## src/rtl/crc_pkg.sv

```systemverilog
// Shared CRC helpers: serial byte step, bit reversal, FSM states and standard presets.
package crc_pkg;

  typedef enum logic [1:0] {
    IDLE   = 2'd0,
    DATA   = 2'd1,
    APPEND = 2'd2
  } state_t;

  typedef struct packed {
    logic [31:0] poly;
    logic [31:0] init;
    logic        refin;
    logic        refout;
    logic [31:0] xorout;
  } crc_preset_t;

  localparam crc_preset_t MODBUS      = '{poly: 32'h0000_8005, init: 32'h0000_FFFF,
                                          refin: 1'b1, refout: 1'b1, xorout: 32'h0};
  localparam crc_preset_t CCITT_FALSE = '{poly: 32'h0000_1021, init: 32'h0000_FFFF,
                                          refin: 1'b0, refout: 1'b0, xorout: 32'h0};
  localparam crc_preset_t CRC32       = '{poly: 32'h04C1_1DB7, init: 32'hFFFF_FFFF,
                                          refin: 1'b1, refout: 1'b1, xorout: 32'hFFFF_FFFF};

  // Reverses the low 'width' bits of vec; upper bits of the result are zero.
  function automatic logic [31:0] bit_reverse(input logic [31:0] vec, input int width);
    logic [31:0] r;
    r = '0;
    for (int i = 0; i < 32; i++) begin
      if (i < width) r[i] = vec[width-1-i];
    end
    return r;
  endfunction

  // Eight MSB-first shift/XOR steps of a width-bit CRC register.
  function automatic logic [31:0] crc_byte_step(input logic [31:0] crc, input logic [7:0] data,
                                                input logic [31:0] poly, input int width);
    logic [31:0] c;
    logic [31:0] mask;
    logic        fb;
    mask = (width >= 32) ? 32'hFFFF_FFFF : ((32'd1 << width) - 32'd1);
    c    = crc & mask;
    for (int i = 7; i >= 0; i--) begin
      fb = c[width-1] ^ data[i];
      c  = (c << 1) & mask;
      if (fb) c = c ^ (poly & mask);
    end
    return c;
  endfunction

endpackage

```

## src/rtl/crc_byte_engine.sv

```systemverilog
// Combinational next-CRC for one byte; shared between the TX appender and the RX checker.
module crc_byte_engine
  import crc_pkg::*;
#(
  parameter int               CRC_W = 16,
  parameter logic [CRC_W-1:0] POLY  = 16'h8005,
  parameter bit               REFIN = 1'b1
) (
  input  logic [CRC_W-1:0] crc_in,
  input  logic [7:0]       data_in,
  output logic [CRC_W-1:0] crc_next
);

  logic [31:0] data_rev;
  logic [7:0]  data_ord;
  logic [31:0] step;

  always_comb begin
    data_rev = bit_reverse({24'd0, data_in}, 8);
    data_ord = REFIN ? data_rev[7:0] : data_in;
    step     = crc_byte_step(32'(crc_in), data_ord, 32'(POLY), CRC_W);
    crc_next = CRC_W'(step);
  end

endmodule

```

## src/rtl/crc_frame_appender.sv

```systemverilog
// Passes byte frames through a single output register and appends the frame CRC.
//   state  | meaning
//   IDLE   | waiting for the first byte of a frame
//   DATA   | mid-frame, payload bytes flowing through
//   APPEND | payload done, loading CRC bytes into the output register
module crc_frame_appender
  import crc_pkg::*;
#(
  parameter int               CRC_W     = 16,
  parameter logic [CRC_W-1:0] POLY      = 16'h8005,
  parameter logic [CRC_W-1:0] INIT      = 16'hFFFF,
  parameter bit               REFIN     = 1'b1,
  parameter bit               REFOUT    = 1'b1,
  parameter logic [CRC_W-1:0] XOROUT    = 16'h0000,
  parameter bit               MSB_FIRST = 1'b0
) (
  input  logic             clk_in,
  input  logic             rst_in,
  input  logic [7:0]       s_data_in,
  input  logic             s_valid_in,
  input  logic             s_last_in,
  output logic             s_ready_out,
  output logic [7:0]       m_data_out,
  output logic             m_valid_out,
  output logic             m_last_out,
  input  logic             m_ready_in,
  output logic [CRC_W-1:0] crc_out,
  output logic             crc_valid_out,
  output logic             busy_out
);

  localparam int NB = CRC_W / 8;

  if (!(CRC_W == 8 || CRC_W == 16 || CRC_W == 32)) begin : g_bad_width
    $error("crc_frame_appender: CRC_W must be 8, 16 or 32");
  end

  state_t           state;
  logic [CRC_W-1:0] crc_reg;
  logic [CRC_W-1:0] crc_next;
  logic [CRC_W-1:0] crc_fin;
  logic [31:0]      crc_rev;
  logic [1:0]       k;
  logic [7:0]       crc_byte;
  int               byte_idx;
  logic             accept;
  logic             out_free;

  crc_byte_engine #(
    .CRC_W (CRC_W),
    .POLY  (POLY),
    .REFIN (REFIN)
  ) u_engine (
    .crc_in   (crc_reg),
    .data_in  (s_data_in),
    .crc_next (crc_next)
  );

  assign out_free    = !m_valid_out || m_ready_in;
  assign s_ready_out = (state != APPEND) && out_free;
  assign accept      = s_valid_in && s_ready_out;

  // Final CRC is formed from the engine output so the last payload byte is included.
  always_comb begin
    crc_rev = bit_reverse(32'(crc_next), CRC_W);
    crc_fin = (REFOUT ? CRC_W'(crc_rev) : crc_next) ^ XOROUT;
  end

  always_comb begin
    byte_idx = MSB_FIRST ? (NB - 1 - int'(k)) : int'(k);
    crc_byte = '0;
    for (int i = 0; i < NB; i++) begin
      if (i == byte_idx) crc_byte = crc_out[8*i +: 8];
    end
  end

  always_ff @(posedge clk_in) begin
    if (rst_in) begin
      state         <= IDLE;
      crc_reg       <= INIT;
      k             <= '0;
      m_data_out    <= '0;
      m_valid_out   <= 1'b0;
      m_last_out    <= 1'b0;
      crc_out       <= '0;
      crc_valid_out <= 1'b0;
      busy_out      <= 1'b0;
    end else begin
      crc_valid_out <= 1'b0;

      if (accept) busy_out <= 1'b1;
      else if (m_valid_out && m_ready_in && m_last_out) busy_out <= 1'b0;

      case (state)
        IDLE, DATA: begin
          if (accept) begin
            m_data_out  <= s_data_in;
            m_valid_out <= 1'b1;
            m_last_out  <= 1'b0;
            if (s_last_in) begin
              crc_out       <= crc_fin;
              crc_valid_out <= 1'b1;
              crc_reg       <= INIT;
              k             <= '0;
              state         <= APPEND;
            end else begin
              crc_reg <= crc_next;
              state   <= DATA;
            end
          end else if (m_ready_in) begin
            m_valid_out <= 1'b0;
            m_last_out  <= 1'b0;
          end
        end
        APPEND: begin
          // Leaving on the load of the final CRC byte keeps the inter-frame gap at NB cycles.
          if (out_free) begin
            m_data_out  <= crc_byte;
            m_valid_out <= 1'b1;
            m_last_out  <= (k == 2'(NB - 1));
            if (k == 2'(NB - 1)) begin
              k     <= '0;
              state <= IDLE;
            end else begin
              k <= k + 2'd1;
            end
          end
        end
        default: state <= IDLE;
      endcase
    end
  end

endmodule

```

## config.mk

```make
export PLATFORM = sky130hd
export DESIGN_NAME = crc_frame_appender
export DESIGN_NICKNAME = d
export VERILOG_FILES = /design/src/rtl/crc_pkg.sv /design/src/rtl/crc_byte_engine.sv /design/src/rtl/crc_frame_appender.sv
export SDC_FILE = /design/constraint.sdc
export NUM_CORES = 1
export LEC_CHECK = 0
export ABC_CLOCK_PERIOD_IN_PS = 2800
export CAP_MARGIN = 0
export CORE_UTILIZATION = 30
export DETAILED_ROUTE_END_ITERATION = 8
export PLACE_DENSITY = 0.52
export SLEW_MARGIN = 20
export SYNTH_ARGS = -nofsm -noshare
export SYNTH_HDL_FRONTEND = slang
export SYNTH_SLANG_ARGS = --single-unit
export TNS_END_PERCENT = 1
```

## constraint.sdc

```tcl
create_clock -name clk_in -period 2.8 [get_ports clk_in]
set_input_delay 0.84 -clock clk_in [delete_from_list [all_inputs] [get_ports clk_in]]
set_output_delay 0.84 -clock clk_in [all_outputs]
set_load 0.03 [all_outputs]
```

# Yosys cells after proc, flatten, opt, wreduce, memory -nomap -nowiden
# Index checks and enable logic that the tools add are counted.
# word_totals
ramBits	0
output_inout_bits	29
reg_bits	48
mem_bits_ro	0
n_memories	0
latchBits	0
# op_classes
n_addsub	1
n_eq_ne	10
shift	0
div_mod_pow	0
n_reduce_logical	18
bitwise	18
mul	0
order_cmp	0
n_mux	34
# ops
operator	count
2-to-1 mux 16 bit	9
2-to-1 mux 8 bit	4
inverter 3 bit	8
2-to-1 mux 2 bit	8
one-hot mux 8 bit (2 select lines)	1
AND reduction 3 bit	4
inequality test 2 bit (second input constant)	5
2-to-1 mux 1 bit	8
one-hot mux 2 bit (2 select lines)	2
bitwise XOR 1 bit	8
== test 2 x 1 -> 1 bit (second input constant)	2
logical AND 1 bit	4
logical NOT 2 bit	2
one-hot mux 1 bit (2 select lines)	2
AND reduction 4 bit	1
nonzero test 2 bit	2
inequality test 3 bit (second input constant)	1
OR reduction 3 bit	1
adder 2 x 1 -> 2 bit (second input constant)	1
== test 2 bit (first input constant)	1
== test 2 bit (second input constant)	1
inverter 1 bit	2
AND reduction 2 bit	1
OR reduction 2 bit	1
2 further kinds	2

# Depth between registers and ports, before layout
# logic_depth
depth_word	17
ltp_mapped	7
mapped_depth_nobuf	6

# By module
# From an unflattened synthesis, not the netlist that was laid out.
# hier_totals
hier_cells	275
hier_area_um2	2539.9
# modules_own_cells
module	cells_per_inst	seq_area_each_um2	area_each_um2	instances
crc_frame_appender	249	960.9	2255.9	1
crc_byte_engine	26	0.0	284.0	1

# Worst setup path after synthesis
# No wires, ideal clock.
# synth_path
path_type	input to register
start	in s_data_in[3]
end	reg crc_out[0]
stages	5
setup_slack_ps	402
t_required_ps	2683
t_arrival_ps	2281
path_buffers	0
path_cell_list	xnor2_1 xnor2_1 xnor3_2 xnor3_1 a22o_1
# synth_via
elab_chain_len	10
# synth_lines
element	line	text
from (decl)	crc_frame_appender.sv:19	input logic [7:0] s_data_in,
bitwise XOR 1 bit	crc_pkg.sv:44	fb = c[width-1] ^ data[i];
2-to-1 mux 16 bit	crc_pkg.sv:46	if (fb) c = c ^ (poly & mask);
bitwise XOR 1 bit	crc_pkg.sv:44	
2-to-1 mux 16 bit	crc_pkg.sv:46	
bitwise XOR 1 bit	crc_pkg.sv:44	
2-to-1 mux 16 bit	crc_pkg.sv:46	
bitwise XOR 1 bit	crc_pkg.sv:44	
2-to-1 mux 16 bit	crc_pkg.sv:46	
bitwise XOR 1 bit	crc_pkg.sv:44	
2-to-1 mux 16 bit	crc_pkg.sv:46	
to (signal assigned)	crc_frame_appender.sv:101	crc_out <= crc_fin;
to (decl)	crc_frame_appender.sv:27	output logic [CRC_W-1:0] crc_out,
# Every way passes these cells.
# A chain may end at the register's enable or synchronous reset.

# Final worst setup path
# layout_path
start	in m_ready_in
end	out s_ready_out
# layout_via
elab_chain_len	2
# layout_lines
element	line	text
from (decl)	crc_frame_appender.sv:26	input logic m_ready_in,
logical OR 1 bit	crc_frame_appender.sv:59	assign out_free = !m_valid_out || m_ready_in;
logical AND 1 bit	crc_frame_appender.sv:60	assign s_ready_out = (state != APPEND) && out_free;
to (decl)	crc_frame_appender.sv:22	output logic s_ready_out,
# Every way passes these cells.

==> reports/metrics.csv <==
stage,metric,value,unit
clock_network,clk_path_buf_depth,2,
clock_network,clock_latency,0.30,ns
global_routing,overflow,0,
yosys,synthTopCellsByArea,"dfxtp_1 47%, a22o_1 5.5%, nand2_1 4.9%",
yosys,yosys_warnings,0,
yosys,synth_seq_cells,48,
critical_path,path_cells,clkdlybuf4s50_1 > and2b_1 > nor2_1 > buf_4,
placement,placed_area,2680,um2
floorplanning,design.die.area,7220,um2
timing,layout_worst_path_cycle_share,0.966,
outcome,status,"complete, but fails checks",
yosys,syn-cell-area,2060,um2
placement,gp_congestion,0.782,
critical_path,worstPathMaxFanout,4,
critical_path,slowest_delay,0.51,ns
route,totalWireLength,5.45,mm
layout,instances_no_fill,350,
clock_network,cts_root_buffer,clkbuf_8,
global_routing,grt_max_degree,28,
yosys,synth_edf_count,0,
critical_path,critPathKind,input port to output port,
pwr,p_leak,1.10,nW
timing,setup_viol_count_final,0,
route,firstDrtPassIters,6,
yosys,synth_area_per_cell,9.47,um2
yosys,syn_inst,218,
worst_hold_path,holdCritPathClass,register to register,
pwr,power.density,647,nW/um2
yosys,synth.top_cell.area_share,0.465,
yosys,ys.flop_type,dfxtp_1,
yosys,syn-num-nets,231,
timing,worst_hold_slack,0.480,ns
timing,fin_tns_setup,0,ns
yosys,yosysTopAreaCell,dfxtp_1,
outcome,violations,DRC,
route,drc_errors,6,
timing,min_period,2.71,ns
route,vias_per_cell,5.07,
clock_network,post_cts_buffers,0,
critical_path,critPathLaunchType,input port,
layout,area_growth,33.5,%
pwr,ir_drop,0.238,mV
floorplanning,initial_core_util,0.318,
global_routing,grt_antenna_before_repair,0,
layout,fin_nets,286,
layout,drive_gt1_frac,0.139,
critical_path,crit_family,buffers and inverters,
global_routing,grt_pass1_wl,8.79,mm
floorplanning,die_y,85.0,um
timing,final_max_slew_viol_count,0,
clock_network,cts_tree,done,
yosys,async_flop_share,0,
layout,final_area,2760,um2
placement,port_buffers,41,
yosys,yosysMostFrequentCell,dfxtp_1,
timing,rsz0062_at_grt,no,
yosys,synthTopCellsByCount,"48 x dfxtp_1, 27 x nand2_1, 19 x nor2_1",
timing,worst_pin_slew,0.648,ns
clock_network,post_cts_resized,0,
route,drt_iter0_drc,134,
critical_path,end_kind,output port,
clock_network,clock_sinks,48,
critical_path,crit_path_top_delay_cell,clkdlybuf4s50_1,
placement,post-place-ws,-0.135,ns
floorplanning,coreArea,6490,um2
clock_network,cts_buffers,5,
timing,skew,0.00731,ns
global_routing,grt_pass1_vias,1738,
layout,antenna_cells,0,
clock_network,hold_buffers,0,
timing,fin_ws,0.0942,ns
clock_network,cts_max_level,2,
route,drtAntennaViolNets,0,
critical_path,worst-path-buf-inv,2,
route,num_vias,1774,
route,wl_per_cell,15.6,um
floorplanning,chipWidth,85.0,um
timing,final-hold-violation-count,0,
placement,place_inst,343,
timing,maxSlewHeadroom,0.568,
placement,hpwlAfterDp,3.78,mm
yosys,synth.distinct_cells,33,
floorplanning,num_rows,29,
global_routing,grt_usage,0.159,
critical_path,crit_required,1.96,ns
floorplanning,pin_count,42,
clock_network,clk_pin_slew,0.08,ns
critical_path,arrival,1.87,ns
yosys,seq_area_frac_synth,0.465,
flow_run,maxCapViolCount,0,
timing,max_freq,370,MHz
==> where the power goes <==
| group | internal [mW] | total [mW] | switching (mW) |
|---|---|---|---|
| Sequential | 0.750 | 0.806 | 0.0559 |
| Clock | 0.170 | 0.394 | 0.224 |
| Combinational | 0.284 | 0.582 | 0.298 |
==> final timing paths <==
kind,cells past startpoint,to,from,slack (ns)
min reg2reg,2,crc_reg[7],crc_reg[7],0.48
max reg2reg,5,m_data_out[3],state[1],0.86
max,4,s_ready_out,m_ready_in,0.09
min,2,crc_reg[7],crc_reg[7],0.48
==> metal layers <==
layer | routed length (um) | up-vias | global-route usage
met2 | 2440 | 47 | 0.246
met4 | 113 | 0 | 0.0616
met3 | 274 | 10 | 0.0457
met1 | 2620 | 842 | 0.210
met5 | 0 | - | 0
li1 | - | 875 | -
==> area by class of cell <==
type | count | area, um2
Tap cell | 77 | 96.3
Multi-Input combinational cell | 157 | 1060
Sequential cell | 48 | 961
Timing Repair Buffer | 59 | 556
Clock inverter | 1 | 5.00
Clock buffer | 6 | 72.6
Inverter | 2 | 7.51
Fill cell | 638 | 3740
==> kinds of logic (layout without fill, tap and decap cells) <==
| logic type | after synthesis | after routing | synth area share |
|---|---|---|---|
| AOI/OAI and AO/OA | 55 | 55 | 0.188 |
| xor gates and xnor gates | 21 | 21 | 0.117 |
| buffers and inverters | 13 | 68 | 0.0242 |
| DFF | 48 | 48 | 0.465 |
| muxes | 9 | 9 | 0.0485 |
| and+or+nand+nor | 72 | 72 | 0.156 |
==> cells in the final DEF, fill, tap and decap left out, types with 2 or more instances in the layout <==
cell type,n
nor2b_1,2
clkdlybuf4s50_1,40
nand2b_1,9
buf_4,18
a31oi_1,2
o22ai_1,5
a22oi_1,8
inv_1,2
a21oi_1,6
mux2_2,8
dfxtp_1,48
o21ai_0,6
xnor2_1,9
clkbuf_8,5
a22o_1,13
xnor3_1,2
o211ai_1,2
nand2_1,27
xor2_1,7
nor3_1,3
nor2_1,19
nand3_1,8
a211oi_1,10
==> worst register-to-register path: stages (launching register included) <==
cell and delay, ns:
dfxtp_1 0.52, nand2b_1 0.43, a21oi_1 0.38, buf_4 0.24, nor2_1 0.06, a211oi_1 0.21
==> metrics by stage <==
stage | total power [mW] | utilization
2_1_floorplan | 1.18 | -
3_3_place_gp | 1.40 | 0.412
3_5_place_dp | 1.41 | 0.412
4_1_cts | 1.81 | 0.424
5_1_grt | 1.89 | 0.424
6_report | 1.78 | 0.424
Note: power is estimated with default switching activity, not from simulation.
